===== config.mk =====
export PLATFORM = sky130hd
export DESIGN_NAME = a429_tx
export DESIGN_NICKNAME = d
export VERILOG_FILES = /design/src/rtl/a429_pkg.sv /design/src/rtl/a429_baud_gen.sv /design/src/rtl/a429_tx.sv
export SDC_FILE = /design/constraint.sdc
export NUM_CORES = 1
export LEC_CHECK = 0
export CORE_UTILIZATION = 57
export CTS_BUF_LIST = sky130_fd_sc_hd__clkbuf_8
export CTS_CLUSTER_SIZE = 25
export DETAILED_ROUTE_END_ITERATION = 10
export PLACE_DENSITY = 0.83
export SYNTH_ARGS = -nofsm -noshare
export SYNTH_HDL_FRONTEND = slang
export SYNTH_SLANG_ARGS = --single-unit

===== constraint.sdc =====
create_clock -name clk -period 2.4 [get_ports clk]
set_input_delay 0.24 -clock clk [delete_from_list [all_inputs] [get_ports clk]]
set_output_delay 0.24 -clock clk [all_outputs]
set_load 0.03 [all_outputs]

===== src/rtl/a429_pkg.sv =====
// Shared types and constants for the ARINC 429 transmit path.
package a429_pkg;

    typedef enum logic [1:0] {
        IDLE,
        BIT_DRV,
        BIT_RZ,
        GAP
    } a429_state_e;

    localparam int RATE_HI_BPS = 100_000;
    localparam int RATE_LO_BPS = 12_500;
    localparam int HALF_W      = 16;

endpackage


===== src/rtl/a429_baud_gen.sv =====
// Loadable half-bit down-counter; tick_o is high in the last cycle of a loaded period.
module a429_baud_gen
    import a429_pkg::*;
#(
    parameter int CLK_FREQ_HZ = 50_000_000
) (
    input  logic       clk,
    input  logic       rst_n,
    input  logic       load_i,
    input  logic       speed_hi_i,
    input  logic [4:0] mult_i,
    output logic       tick_o
);

    localparam int HALF_HI = CLK_FREQ_HZ / (2 * RATE_HI_BPS);
    localparam int HALF_LO = CLK_FREQ_HZ / (2 * RATE_LO_BPS);

    logic [HALF_W-1:0] cnt_q;
    logic [HALF_W-1:0] cnt_d;
    logic [HALF_W-1:0] halfBase;
    logic [HALF_W-1:0] loadVal;

    assign halfBase = speed_hi_i ? HALF_W'(HALF_HI) : HALF_W'(HALF_LO);
    assign loadVal  = halfBase * {11'd0, mult_i};
    assign tick_o   = (cnt_q == 16'd1);

    // Counts down to 1 and parks there until the next load.
    always_comb begin
        cnt_d = cnt_q;
        if (load_i) begin
            cnt_d = loadVal;
        end else if (cnt_q > 16'd1) begin
            cnt_d = cnt_q - 16'd1;
        end
    end

    always_ff @(posedge clk or negedge rst_n) begin
        if (!rst_n) begin
            cnt_q <= '0;
        end else begin
            cnt_q <= cnt_d;
        end
    end

endmodule


===== src/rtl/a429_tx.sv =====
// ARINC 429 word transmitter: LSB-first bipolar RZ with a fixed null gap after each word.
// Build option A429_TX_PARITY_EN: bit 31 is replaced by odd parity over bits 30:0.
module a429_tx
    import a429_pkg::*;
#(
    parameter int CLK_FREQ_HZ = 50_000_000,
    parameter int GAP_BITS    = 4
) (
    input  logic        clk,
    input  logic        rst_n,
    input  logic        speed_hi,
    input  logic [31:0] tx_data,
    input  logic        tx_valid,
    output logic        tx_ready,
    output logic        tx_busy,
    output logic        tx_done,
    output logic        line_a,
    output logic        line_b
);

    localparam logic [4:0] GAP_MULT = 5'(2 * GAP_BITS);

    a429_state_e state_q;
    logic [31:0] shift_q;
    logic [4:0]  idx_q;
    logic        speed_q;
    logic        ready_q;
    logic        done_q;
    logic        lineA_q;
    logic        lineB_q;

    logic [31:0] word_d;
    logic        accept;
    logic        tick;
    logic        loadBaud;
    logic        speedSel;
    logic [4:0]  mult;

    always_comb begin
`ifdef A429_TX_PARITY_EN
        word_d = {~^tx_data[30:0], tx_data[30:0]};
`else
        word_d = tx_data;
`endif
    end

    assign accept   = tx_valid && ready_q;
    assign loadBaud = accept || ((state_q != IDLE) && tick);
    assign mult     = ((state_q == BIT_RZ) && (idx_q == 5'd31)) ? GAP_MULT : 5'd1;
    // The rate is taken live only at acceptance; afterwards the latched copy rules.
    assign speedSel = (state_q == IDLE) ? speed_hi : speed_q;

    a429_baud_gen #(
        .CLK_FREQ_HZ(CLK_FREQ_HZ)
    ) u_baud (
        .clk       (clk),
        .rst_n     (rst_n),
        .load_i    (loadBaud),
        .speed_hi_i(speedSel),
        .mult_i    (mult),
        .tick_o    (tick)
    );

    always_ff @(posedge clk or negedge rst_n) begin
        if (!rst_n) begin
            state_q <= IDLE;
            shift_q <= '0;
            idx_q   <= '0;
            speed_q <= 1'b0;
            ready_q <= 1'b1;
            done_q  <= 1'b0;
            lineA_q <= 1'b0;
            lineB_q <= 1'b0;
        end else begin
            done_q <= 1'b0;
            case (state_q)
                IDLE: begin
                    if (accept) begin
                        shift_q <= word_d;
                        speed_q <= speed_hi;
                        idx_q   <= '0;
                        lineA_q <= word_d[0];
                        lineB_q <= ~word_d[0];
                        ready_q <= 1'b0;
                        state_q <= BIT_DRV;
                    end
                end
                BIT_DRV: begin
                    if (tick) begin
                        lineA_q <= 1'b0;
                        lineB_q <= 1'b0;
                        shift_q <= {1'b0, shift_q[31:1]};
                        state_q <= BIT_RZ;
                    end
                end
                BIT_RZ: begin
                    if (tick) begin
                        if (idx_q == 5'd31) begin
                            done_q  <= 1'b1;
                            state_q <= GAP;
                        end else begin
                            idx_q   <= idx_q + 5'd1;
                            lineA_q <= shift_q[0];
                            lineB_q <= ~shift_q[0];
                            state_q <= BIT_DRV;
                        end
                    end
                end
                GAP: begin
                    if (tick) begin
                        ready_q <= 1'b1;
                        state_q <= IDLE;
                    end
                end
                default: state_q <= IDLE;
            endcase
        end
    end

    assign tx_ready = ready_q;
    assign tx_busy  = ~ready_q;
    assign tx_done  = done_q;
    assign line_a   = lineA_q;
    assign line_b   = lineB_q;

endmodule

# ---- Yosys cells after proc, flatten, opt, wreduce, memory -nomap -nowiden
# Index checks and enable logic that the tools add are counted.
dict set report totals {
  reg_bits 60
  word_cells 76
  out_inout_bits 5
  inputBits 36
}
dict set report classes {
  reduce_logical 17
  n_mul 1
  n_mux 33
  n_lt_le_gt_ge 1
  add_sub_neg 2
  n_eq_ne 10
  bitwise 3
}
# op count
set op_table {}
lappend op_table {{2-to-1 mux 32 bit} 2}
lappend op_table {{one-hot mux 32 bit (2 select lines)} 1}
lappend op_table {{2-to-1 mux 16 bit} 2}
lappend op_table {{equality test 16 x 1 -> 1 bit (second input constant)} 1}
lappend op_table {{> comparator 16 x 1 -> 1 bit (second input constant)} 1}
lappend op_table {{multiplier 16 x 4 -> 16 bit} 1}
lappend op_table {{subtractor 16 x 1 -> 16 bit (second input constant)} 1}
lappend op_table {{2-to-1 mux 5 bit} 3}
lappend op_table {{2-to-1 mux 1 bit} 13}
lappend op_table {{2-to-1 mux 11 bit} 1}
lappend op_table {{2-to-1 mux 2 bit} 5}
lappend op_table {{inequality test 2 bit (second input constant)} 5}
lappend op_table {{one-hot mux 5 bit (2 select lines)} 1}
lappend op_table {{nonzero test 2 bit} 5}
lappend op_table {{one-hot mux 2 bit (4 select lines)} 1}
lappend op_table {{AND reduction 4 bit} 2}
lappend op_table {{one-hot mux 1 bit (3 select lines)} 2}
lappend op_table {{AND reduction 3 bit} 2}
lappend op_table {{adder 5 x 1 -> 5 bit (second input constant)} 1}
lappend op_table {{equality test 5 bit (second input constant)} 1}
lappend op_table {{AND reduction 5 bit} 1}
lappend op_table {{equality test 2 bit (second input constant)} 2}
lappend op_table {{2-to-1 mux 4 bit} 1}
lappend op_table {{logical AND 1 bit} 3}
lappend op_table {{other kinds (7)} 9}

# ---- Depth between registers and ports, before layout
# Gate-level depths: netlist of the first run.
dict set report depth {
  word_depth 5
  mapped_depth 9
  mapped_depth_nobuf 9
}

# ---- Cells and area by module
# A second synthesis of the first run with hierarchy kept.
dict set report unflattened {
  cells_unflattened 432
  area_unflattened_um2 4707.0
}
# mod cells_per_inst area_each_um2 seq_area_each_um2 n_inst
set modules_own_cells {}
lappend modules_own_cells {a429_tx 180 2478.6 1102.3 1}
lappend modules_own_cells {a429_baud_gen 252 2228.4 400.4 1}

# ---- Worst setup path before layout of the first run
# OpenSTA, ideal clock, no wires.
dict set report synth_path {
  path_kind {flip-flop to flip-flop}
  start {reg idx_q[0]}
  end {reg idx_q[2]}
  t_arrival_ps 1958
  stages_incl_launch_ff 10
  period_less_slack_ps 2079
  n_path_buf 0
  slack_ps 321
  required_ps 2280
  cell_sequence {dfrtp_1 ha_1 and3_1 ha_1 nand2_1 inv_1 a21oi_1 o21a_1 a31oi_1 a41o_1}
}
dict set report synth_via {
  elab_chain_cells 4
  word_cells_on_any_way 7
}
# item line
set synth_rtl {}
lappend synth_rtl {{start: declaration} a429_tx.sv:25} ;# logic [4:0] idx_q;
lappend synth_rtl {{start signal: assignment} a429_tx.sv:102} ;# idx_q <= idx_q + 5'd1;
lappend synth_rtl {{adder 5 x 1 -> 5 bit} a429_tx.sv:102}
lappend synth_rtl {{2-to-1 mux 5 bit} a429_tx.sv:98} ;# if (idx_q == 5'd31) begin
lappend synth_rtl {{2-to-1 mux 5 bit} a429_tx.sv:97} ;# if (tick) begin
lappend synth_rtl {{one-hot mux 5 bit (2 select lines)} a429_tx.sv:76} ;# case (state_q)
# Several ways; a longest one is shown, not always the timed one. The select of a mux whose other input is x is not followed.
# A chain may end at the register's enable or synchronous reset.

# ---- Worst setup path after layout of the first run
# Same ends and word-level chain as after synthesis.

==> results.ini, run 1 <==
[status]
outcome=completed

[sta]
setup_violations=0
tightestPinTransition_ps=751
report.final.hold_viol_count=0
max-slew-margin-rel_pct=49.9
fmax_mhz=452
post-route-min-period_ps=2210
grt_setup_unrepaired=false
setup_tns_ps=0
finClkSkew_ps=6.27
finalCritPeriodShare_pct=92.2
drv_slew=0

[pwr]
p_leak_nw=1.63
finalPower_mw=5.27
p_per_area_nw_per_um2=1350
ir_drop_mv=0.658

[die]
dieArea_um2=5850
start_util_pct=60.4
core_area_um2=5240
io_pins=41
num_rows=26
fp.dieH_um=76.5
die_x_um=76.5

[cts]
clk_latency_ps=330
cts_tree=built
cts_made_buffers=9
cts.sinks=60
cts.reportedPaths.clkPinSlew_ps=70
cts_hold_buffers=0
cts_resized=0
cts_root_buf=clkbuf_8
clockBufferDepth=2
cts_htree_levels=3
post_cts.repair.setup_buffers=0

[setup_path]
endpoint_kind=register
startpoint=idx_q[0]$_DFFE_PN0P_
critPathRequiredTime_ps=2630
r2r-start=idx_q[0]$_DFFE_PN0P_
start_kind=register
path_class=register to register
cp_max_fo=7
worstPathArrival_ps=2440

[logic_synthesis]
synth_top_family_by_area=compound AO/OA/AOI/OAI gates
synth_largest_area_cell=dfrtp_1
ys_seq_area_share_pct=47.5
muxShareOfSynthArea_pct=2.06
synth.distinct_cells=46
avgSynthCellArea_um2=9.68
synth-simple-area-share_pct=10.3
netlist.area_leader.share_pct=46.7
ys_seq_elements=60
synthTopCellsByCount=o22ai_1 (67), dfrtp_1 (59), a21oi_1 (36)
synth_edf_count=0
synth_xor_area_share_pct=3.32
synth_most_common_cell=o22ai_1
ys.warnings.count=0
async_flop_share_pct=100
synth.area.top_cells=dfrtp_1 (47%), o22ai_1 (13%), a21oi_1 (5.7%), ha_1 (5.1%), o21ai_0 (3.2%)
synth_fa_ha_area_share_pct=5.14
synth-main-ff-cell=dfrtp_1
synth_area_um2=3160
syn-num-nets=376
synth_compound_area_share_pct=27.7
syn_inst=327

[grt]
grt_pass1_vias=2748
antenna_found_initial=0
grt_overflow_total=0
grt_pass1_wl_mm=12.6
grt_util_all_layers_pct=27.2
grt_max_degree=61

[drt]
drt-initial-drc-count=222
via_per_inst=6.27
drt-total-wl_mm=7.47
drtPass1Iterations=5
vias=2795
wl_per_cell_um=16.8
drtAntennaViolNets=0
route.detailed.drc=0

[final_layout]
nNetsFinal=420
area_growth_pct=23.0
antenna_cells=0
drive_gt1_share_pct=10.9

[placed_design]
place.gp.congestion=0.829
dp_hpwl_mm=4.79
io_buffer_count=40

[job]
max_cap_violations=0

[min_path]
hold_path.class=primary input to async pin

==> layout by cell type, fill, tap and decap left out, types with 2 or more instances in the layout <==
cell             count
a21oi_1             36
nand3_1              6
o21a_1               3
buf_4               12
or4_4                2
xnor2_1             10
nand2_1             16
ha_1                13
and3_1               2
nor2_1              13
a22o_1               5
nor3b_1              2
nor2b_1              2
o22ai_1             67
bufinv_16            2
inv_1               12
nand4_1              2
o21ai_1              2
clkbuf_8            10
o21ai_0             20
xor2_1               2
nor3_1               6
mux2_1               2
a31oi_1              2
clkinv_2             3
dfrtp_1             59
clkdlybuf4s50_1     39
mux2i_1              2
mux2_2               2
==> through the flow <==
stage | hold slack (ps) | cells | utilization [%] | instance area (um^2) | setup slack, ps
after floorplan | -55.6 | 327 | - | 3160 | 321
after global placement | 441 | 430 | 70.2 | 3670 | 308
after detailed placement | 444 | 430 | 70.2 | 3670 | 253
after CTS | 88.9 | 446 | 74.3 | 3890 | 215
after global routing | 145 | 446 | 74.3 | 3890 | 51.0
final | 47.0 | 446 | 74.3 | 3890 | 186
==> power breakdown <==
group | internal, mW | leakage, nW | total, mW | switching [mW]
combinational | 1.09 | 0.776 | 2.41 | 1.32
sequential | 1.47 | 0.737 | 1.85 | 0.386
clock | 0.604 | 0.117 | 1.01 | 0.403
total | 3.16 | 1.63 | 5.27 | 2.11
==> worst max-delay path, stage by stage (launching register included) <==
cell     delay (ps)
dfrtp_1         420
ha_1            250
and3_1          200
ha_1            180
nand2_1         160
inv_1           120
a21oi_1         130
buf_4           160
o21a_1          180
a31oi_1         100
a41o_1          210
==> cell families after synthesis <==
logic type | after synthesis
and+or+nand+nor | 60
DFF | 60
adders and majority gates | 13
AOI/OAI and AO/OA | 145
buffers and inverters | 31
muxes | 6
xor gates and xnor gates | 12
==> layout make-up <==
cell class | instances | area (um^2)
Tap cell | 70 | 87.6
Multi-Input combinational cell | 236 | 1540
Fill cell | 375 | 1350
Inverter | 11 | 41.3
Clock inverter | 6 | 78.8
Sequential cell | 60 | 1500
Clock buffer | 10 | 138
Timing Repair Buffer | 53 | 505
==> per-layer routing <==
layer  track usage [%]  vias to the layer above  wire length [um]
li1                  -                     1333                 -
met1              34.2                     1365              3290
met2              46.6                       78              3780
met3              3.95                       19               252
met4              12.1                        0               155
met5                 0                        -                 0
==> state kept, by name, indices dropped and copies added, names as in the netlist <==
signal / count
u_baud.cnt_q: 16
tx_done: 1
line_a: 1
idx_q: 5
speed_q: 1
tx_ready: 1
shift_q: 32
state_q: 2
line_b: 1
==> worst paths after layout <==
kind | depth (start not counted) | end | slack, ps
max reg2reg | 10 | idx_q[2]$_DFFE_PN0P_ | 190
min in group clk | 3 | shift_q[6]$_DFFE_PN0P_ | 500
max | 10 | idx_q[2]$_DFFE_PN0P_ | 190
min reg2reg | 1 | line_b$_DFFE_PN0P_ | 500
min | 2 | tx_done$_DFF_PN0_ | 50
max in group asynchronous | 2 | shift_q[2]$_DFFE_PN0P_ | 1850
Note: power is estimated with default switching activity, not from simulation.
==> run 2: changes to the inputs <==
- ABC_AREA: default -> 1
- CORE_UTILIZATION: 57 -> 58
- CTS_CLUSTER_SIZE: 25 -> 20
==> run 2 against run 1 <==
  * Setup slack better by 150 ps
  * Register-to-register slack better by 150 ps
  * Clock skew about the same
  * Area after synthesis up 9.6%
  * Sequential cell count unchanged
  * First-iteration DRC count down 27%
  * Routed wire length down 0.94%
  * Design area up 4.7%
  * Die area up 7.5%
  * Utilization down 2.1 points
  * Via count up 13%
==> results.ini, run 2 <==
[status]
outcome=completed

[pwr]
ir_drop_mv=0.348
p_per_area_nw_per_um2=452
p_leak_nw=2.24

[cts]
cts_resized=0
clockBufferDepth=2
cts_made_buffers=9
cts_hold_buffers=0
cts.sinks=60
cts_htree_levels=3
cts.reportedPaths.clkPinSlew_ps=60
cts_root_buf=clkbuf_8
clk_latency_ps=330
post_cts.repair.setup_buffers=0
cts_tree=built

[grt]
grt_pass1_wl_mm=12.9
grt_pass1_vias=3096
grt_max_degree=61
antenna_found_initial=0
grt_overflow_total=0
grt_util_all_layers_pct=26.6

[setup_path]
path_class=register to register
start_kind=register
critPathRequiredTime_ps=2610
cp_max_fo=7
worstPathArrival_ps=2270
endpoint_kind=register

[logic_synthesis]
synth_most_common_cell=nand2_1
synth-simple-area-share_pct=39.0
synth_area_um2=3470
synth_fa_ha_area_share_pct=4.69
synth.distinct_cells=28
syn_inst=496
synth_largest_area_cell=dfrtp_1
ys.warnings.count=0
ys_seq_area_share_pct=43.3
synth_xor_area_share_pct=1.77
muxShareOfSynthArea_pct=0
async_flop_share_pct=100
synthTopCellsByCount=nand2_1 (261), dfrtp_1 (59), inv_1 (35)
syn-num-nets=545
synth.area.top_cells=dfrtp_1 (43%), nand2_1 (28%), ha_1 (4.7%), inv_1 (3.8%), nor2_1 (3.6%)
synth-main-ff-cell=dfrtp_1
netlist.area_leader.share_pct=42.6
synth_top_family_by_area=simple AND/OR/NAND/NOR gates
synth_compound_area_share_pct=5.09
avgSynthCellArea_um2=6.99
ys_seq_elements=60
synth_edf_count=0

[die]
core_area_um2=5640
io_pins=41
fp.dieH_um=79.3
start_util_pct=61.5
num_rows=27
dieArea_um2=6290
die_x_um=79.3

[final_layout]
mostFrequentLayoutCells=nand2_1 (261), dfrtp_1 (59), clkdlybuf4s50_1 (39)
finalCoreUtilization_pct=72.2
final_common_cell=nand2_1
nFillCells=486
largest_register_ff_count=32
nNetsFinal=587
reg_top3=shift_q x32, u_baud.cnt_q x16, idx_q x5
antenna_cells=0
drive_gt1_share_pct=6.64
area_growth_pct=17.5
regMostFlops=shift_q

[sta]
timing.final.ws_setup_ps=334
tightestPinTransition_ps=746
setup_tns_ps=0
drv_slew=0
report.final.hold_viol_count=0
grt_setup_unrepaired=false
fmax_mhz=484
finalCritPeriodShare_pct=86.1
fin_worst_hold_slack_ps=62.5
setup_violations=0
finClkSkew_ps=5.77
max-slew-margin-rel_pct=50.3
post-route-min-period_ps=2070

[drt]
via_per_inst=5.13
drt-total-wl_mm=7.40
vias=3152
wl_per_cell_um=12.1
drtAntennaViolNets=0
drt-initial-drc-count=161
drtPass1Iterations=5
route.detailed.drc=0

[placed_design]
place.gp.congestion=0.865
io_buffer_count=40
dp_worst_setup_slack_ps=390
dp_hpwl_mm=5.21

[min_path]
hold_path.class=primary input to async pin

[job]
max_cap_violations=0

[run 2: worst max-delay path: stages (launching register included)]
cell and delay (ps):
dfrtp_1 410, ha_1 230, nand2_1 90, nor2_1 50, ha_1 170, nand2_1 200, nand2_1 100, inv_1 120
nand2_1 100, a21oi_4 180, inv_1 140, nand2_1 80, nand2_1 70
[run 2: power by group]
| part | switching, mW | internal (mW) | total (mW) |
|---|---|---|---|
| clock | 0.372 | 0.351 | 0.724 |
| sequential | 0 | 1.01 | 1.01 |
| combinational | 0.0454 | 0.0613 | 0.107 |
| total | 0.418 | 1.42 | 1.84 |
[run 2: per-stage QoR]
stage	instance area [um^2]	total power, mW	std cells
floorplan	3470	1.06	496
global placement	3930	1.14	599
detailed placement	3930	1.14	599
CTS	4080	1.86	614
global route	4080	1.93	614
finish	4080	1.84	614
[run 2: final timing paths]
| kind | startpoint | to | slack, ps | cells past startpoint |
|---|---|---|---|---|
| worst max-delay path | idx_q[0]$_DFFE_PN0P_ | idx_q[1]$_DFFE_PN0P_ | 330 | 12 |
| worst min-delay path | rst_n | line_a$_DFFE_PN0P_ | 60 | 2 |
| worst max register to register | idx_q[0]$_DFFE_PN0P_ | idx_q[1]$_DFFE_PN0P_ | 330 | 12 |
| worst min register to register | shift_q[9]$_DFFE_PN0P_ | shift_q[9]$_DFFE_PN0P_ | 480 | 2 |
| max in group asynchronous | rst_n | shift_q[30]$_DFFE_PN0P_ | 1860 | 2 |
| min in group clk | tx_data[31] | shift_q[31]$_DFFE_PN0P_ | 460 | 3 |
[run 2: cells by family (layout without fill, tap and decap cells)]
kind of cell             Yosys count  count (layout)
AO/OA/AOI/OAI                     31              31
XOR/XNOR                           7               7
adder cells (fa/ha/maj)           13              13
buffers and inverters             52              98
flip-flops                        60              60
AND/OR/NAND/NOR                  333             333
[run 2: layout make-up]
type / instances / area (um^2) / share of cell area [%]
repair buffers: 46 / 440 / 10.8
multi-input cells: 384 / 1750 / 43.0
well taps: 72 / 90.1 / 2.21
clock buffers: 9 / 124 / 3.04
clock inverters: 6 / 26.3 / 0.645
flip-flops and latches: 60 / 1500 / 36.9
inverters: 37 / 139 / 3.41
[run 2: layer usage]
metal / wire, um / global-route usage (%)
met5: 0 / 0
met3: 380 / 7.70
met2: 3600 / 45.1
met1: 3350 / 32.2
met4: 80 / 8.73
==> run 3: changes to the inputs <==
--- a/config.mk
+++ b/config.mk
@@ -7,9 +7,9 @@
 export LEC_CHECK = 0
 export ABC_AREA = 1
-export CORE_UTILIZATION = 58
+export CORE_UTILIZATION = 55
 export CTS_BUF_LIST = sky130_fd_sc_hd__clkbuf_8
 export CTS_CLUSTER_SIZE = 20
 export DETAILED_ROUTE_END_ITERATION = 10
-export PLACE_DENSITY = 0.83
+export PLACE_DENSITY = 0.89
 export SYNTH_ARGS = -nofsm -noshare
 export SYNTH_HDL_FRONTEND = slang
==> constraint.sdc (replaced) <==
create_clock -name clk -period 2.4 [get_ports clk]
set_input_delay 0.36 -clock clk [delete_from_list [all_inputs] [get_ports clk]]
set_output_delay 0.36 -clock clk [all_outputs]
set_load 0.03 [all_outputs]
==> run 3 against run 2 <==
  * First-iteration DRC count increased by 20%
  * Sequential share of layout area decreased by 0.48 points
  * Largest power group unchanged
  * Via count increased by 0.76%
  * Highest routed layer unchanged
  * Routed wire length increased by 2.9%
==> results.ini, run 3 (synthesized netlist as in run 2, its figures left out) <==
[cts]
cts_tree=built
cts_made_buffers=9
cts_resized=0
cts_htree_levels=3
cts.sinks=60
post_cts.repair.setup_buffers=0
cts.reportedPaths.clkPinSlew_ps=80
cts_root_buf=clkbuf_8
clockBufferDepth=2
cts_hold_buffers=0
clk_latency_ps=340

[drt]
via_per_inst=5.16
drt-initial-drc-count=194
drt-total-wl_mm=7.62
wl_per_cell_um=12.4
drtAntennaViolNets=0
drtPass1Iterations=4
vias=3176
route.detailed.drc=0

[setup_path]
crit_family=simple AND/OR/NAND/NOR gates
path_class=register to register
start_kind=register
crit_chain=inv_1 -> ha_1 -> nand2_1 -> nand2_1 -> inv_1 -> nand2_1 -> a21oi_4 -> inv_1 -> nand2_1 -> nand2_1
endpoint_kind=register
path_buf_inv=3
critPathRequiredTime_ps=2630
cp_common_cell=nand2_1
cpPeakStageDelay_ps=420
slowest_stage=dfrtp_1
worstPathArrival_ps=2270
cp_max_fo=10

[final_layout]
reg_top3=shift_q x32, u_baud.cnt_q x16, idx_q x5
final_common_cell=nand2_1
mostFrequentLayoutCells=nand2_1 (261), dfrtp_1 (59), clkdlybuf4s50_1 (39)
regMostFlops=shift_q
final_cells=616
finalCoreUtilization_pct=68.9
largest_register_ff_count=32
nFillCells=495
area_growth_pct=19.0
antenna_cells=0
nNetsFinal=585
drive_gt1_share_pct=7.02

[status]
outcome=completed

[sta]
grt_setup_unrepaired=false
drv_slew=0
fmax_mhz=490
setup_tns_ps=0
finClkSkew_ps=9.35
tightestPinTransition_ps=763
setup_violations=0
report.final.hold_viol_count=0
max-slew-margin-rel_pct=49.1
finalCritPeriodShare_pct=85.0
post-route-min-period_ps=2040

[grt]
grt_overflow_total=0
grt_max_degree=61
grt_pass1_wl_mm=13.0
grt_pass1_vias=3015
antenna_found_initial=0
grt_util_all_layers_pct=25.9

[pwr]
internal_power_mw=1.65
p_per_area_nw_per_um2=515
ir_drop_mv=0.323
finalPower_mw=2.13
switchingPower_uw=473
seqPwrFrac_pct=47.5
p_sw_share_pct=22.3
p_comb_share_pct=5.1
p_leak_nw=2.24
pwr-share-clk_pct=47.4

[die]
dieArea_um2=6630
start_util_pct=57.9
fp.dieH_um=81.4
core_area_um2=5990
die_x_um=81.4
num_rows=28
io_pins=41

[placed_design]
dp_hpwl_mm=5.11
io_buffer_count=40
placedCellCount=600
place.gp.congestion=0.790

[min_path]
hold_path.class=primary input to async pin

[job]
max_cap_violations=0

==> run 3: cell types whose count changed in the layout (fill, tap and decap cells not counted), sizes merged <==
cell and delta:
clkinvlp +1, inv -3, bufinv +2, buf -2, clkinv +1
==> run 3: through the flow <==
| stage | cell area (um^2) | worst slack, ps | hold slack [ps] |
|---|---|---|---|
| after floorplan | 3470 | 669 | 64.4 |
| after global placement | 3910 | 426 | 455 |
| after detailed placement | 3910 | 348 | 464 |
| after CTS | 4130 | 355 | 201 |
| after global routing | 4130 | 150 | 246 |
| final | 4130 | 361 | 160 |
==> run 3: power by group through the flow <==
stage | combinational [mW] | sequential (mW) | clock (mW)
2_1_floorplan | 0.0251 | 1.03 | 0
5_1_grt | 0.121 | 1.01 | 1.06
3_3_place_gp | 0.107 | 1.03 | 0
6_report | 0.108 | 1.01 | 1.01
3_5_place_dp | 0.109 | 1.03 | 0
4_1_cts | 0.110 | 1.01 | 1.01
==> run 3: metal layers <==
metal / vias up / global-route usage (%) / wire [um]
met5: - / 0 / 0
met4: 0 / 10.4 / 135
met3: 15 / 5.78 / 250
met2: 72 / 44.9 / 4000
met1: 1497 / 31.1 / 3240
li1: 1592 / - / -
==> run 3: area by class of cell <==
cell class / count / area [um^2] / share of cell area, %
repair buffers: 44 / 425 / 10.3
multi-input cells: 384 / 1750 / 42.5
flip-flops and latches: 60 / 1500 / 36.4
clock buffers: 9 / 124 / 3.00
inverters: 37 / 139 / 3.36
well taps: 75 / 93.8 / 2.27
clock inverters: 7 / 91.3 / 2.21
==> run 3: worst paths after layout <==
kind,startpoint,to,slack [ps],depth (start not counted)
hold reg to reg,line_b$_DFFE_PN0P_,line_b$_DFFE_PN0P_,470,2
hold / removal,rst_n,u_baud.cnt_q[3]$_DFFE_PN0P_,160,2
max in group asynchronous,rst_n,shift_q[0]$_DFFE_PN0P_,1730,2
min in group clk,line_b$_DFFE_PN0P_,line_b$_DFFE_PN0P_,470,2
setup reg to reg,state_q[0]$_DFFE_PN0P_,idx_q[4]$_DFFE_PN0P_,360,10
setup / recovery,state_q[0]$_DFFE_PN0P_,idx_q[4]$_DFFE_PN0P_,360,10
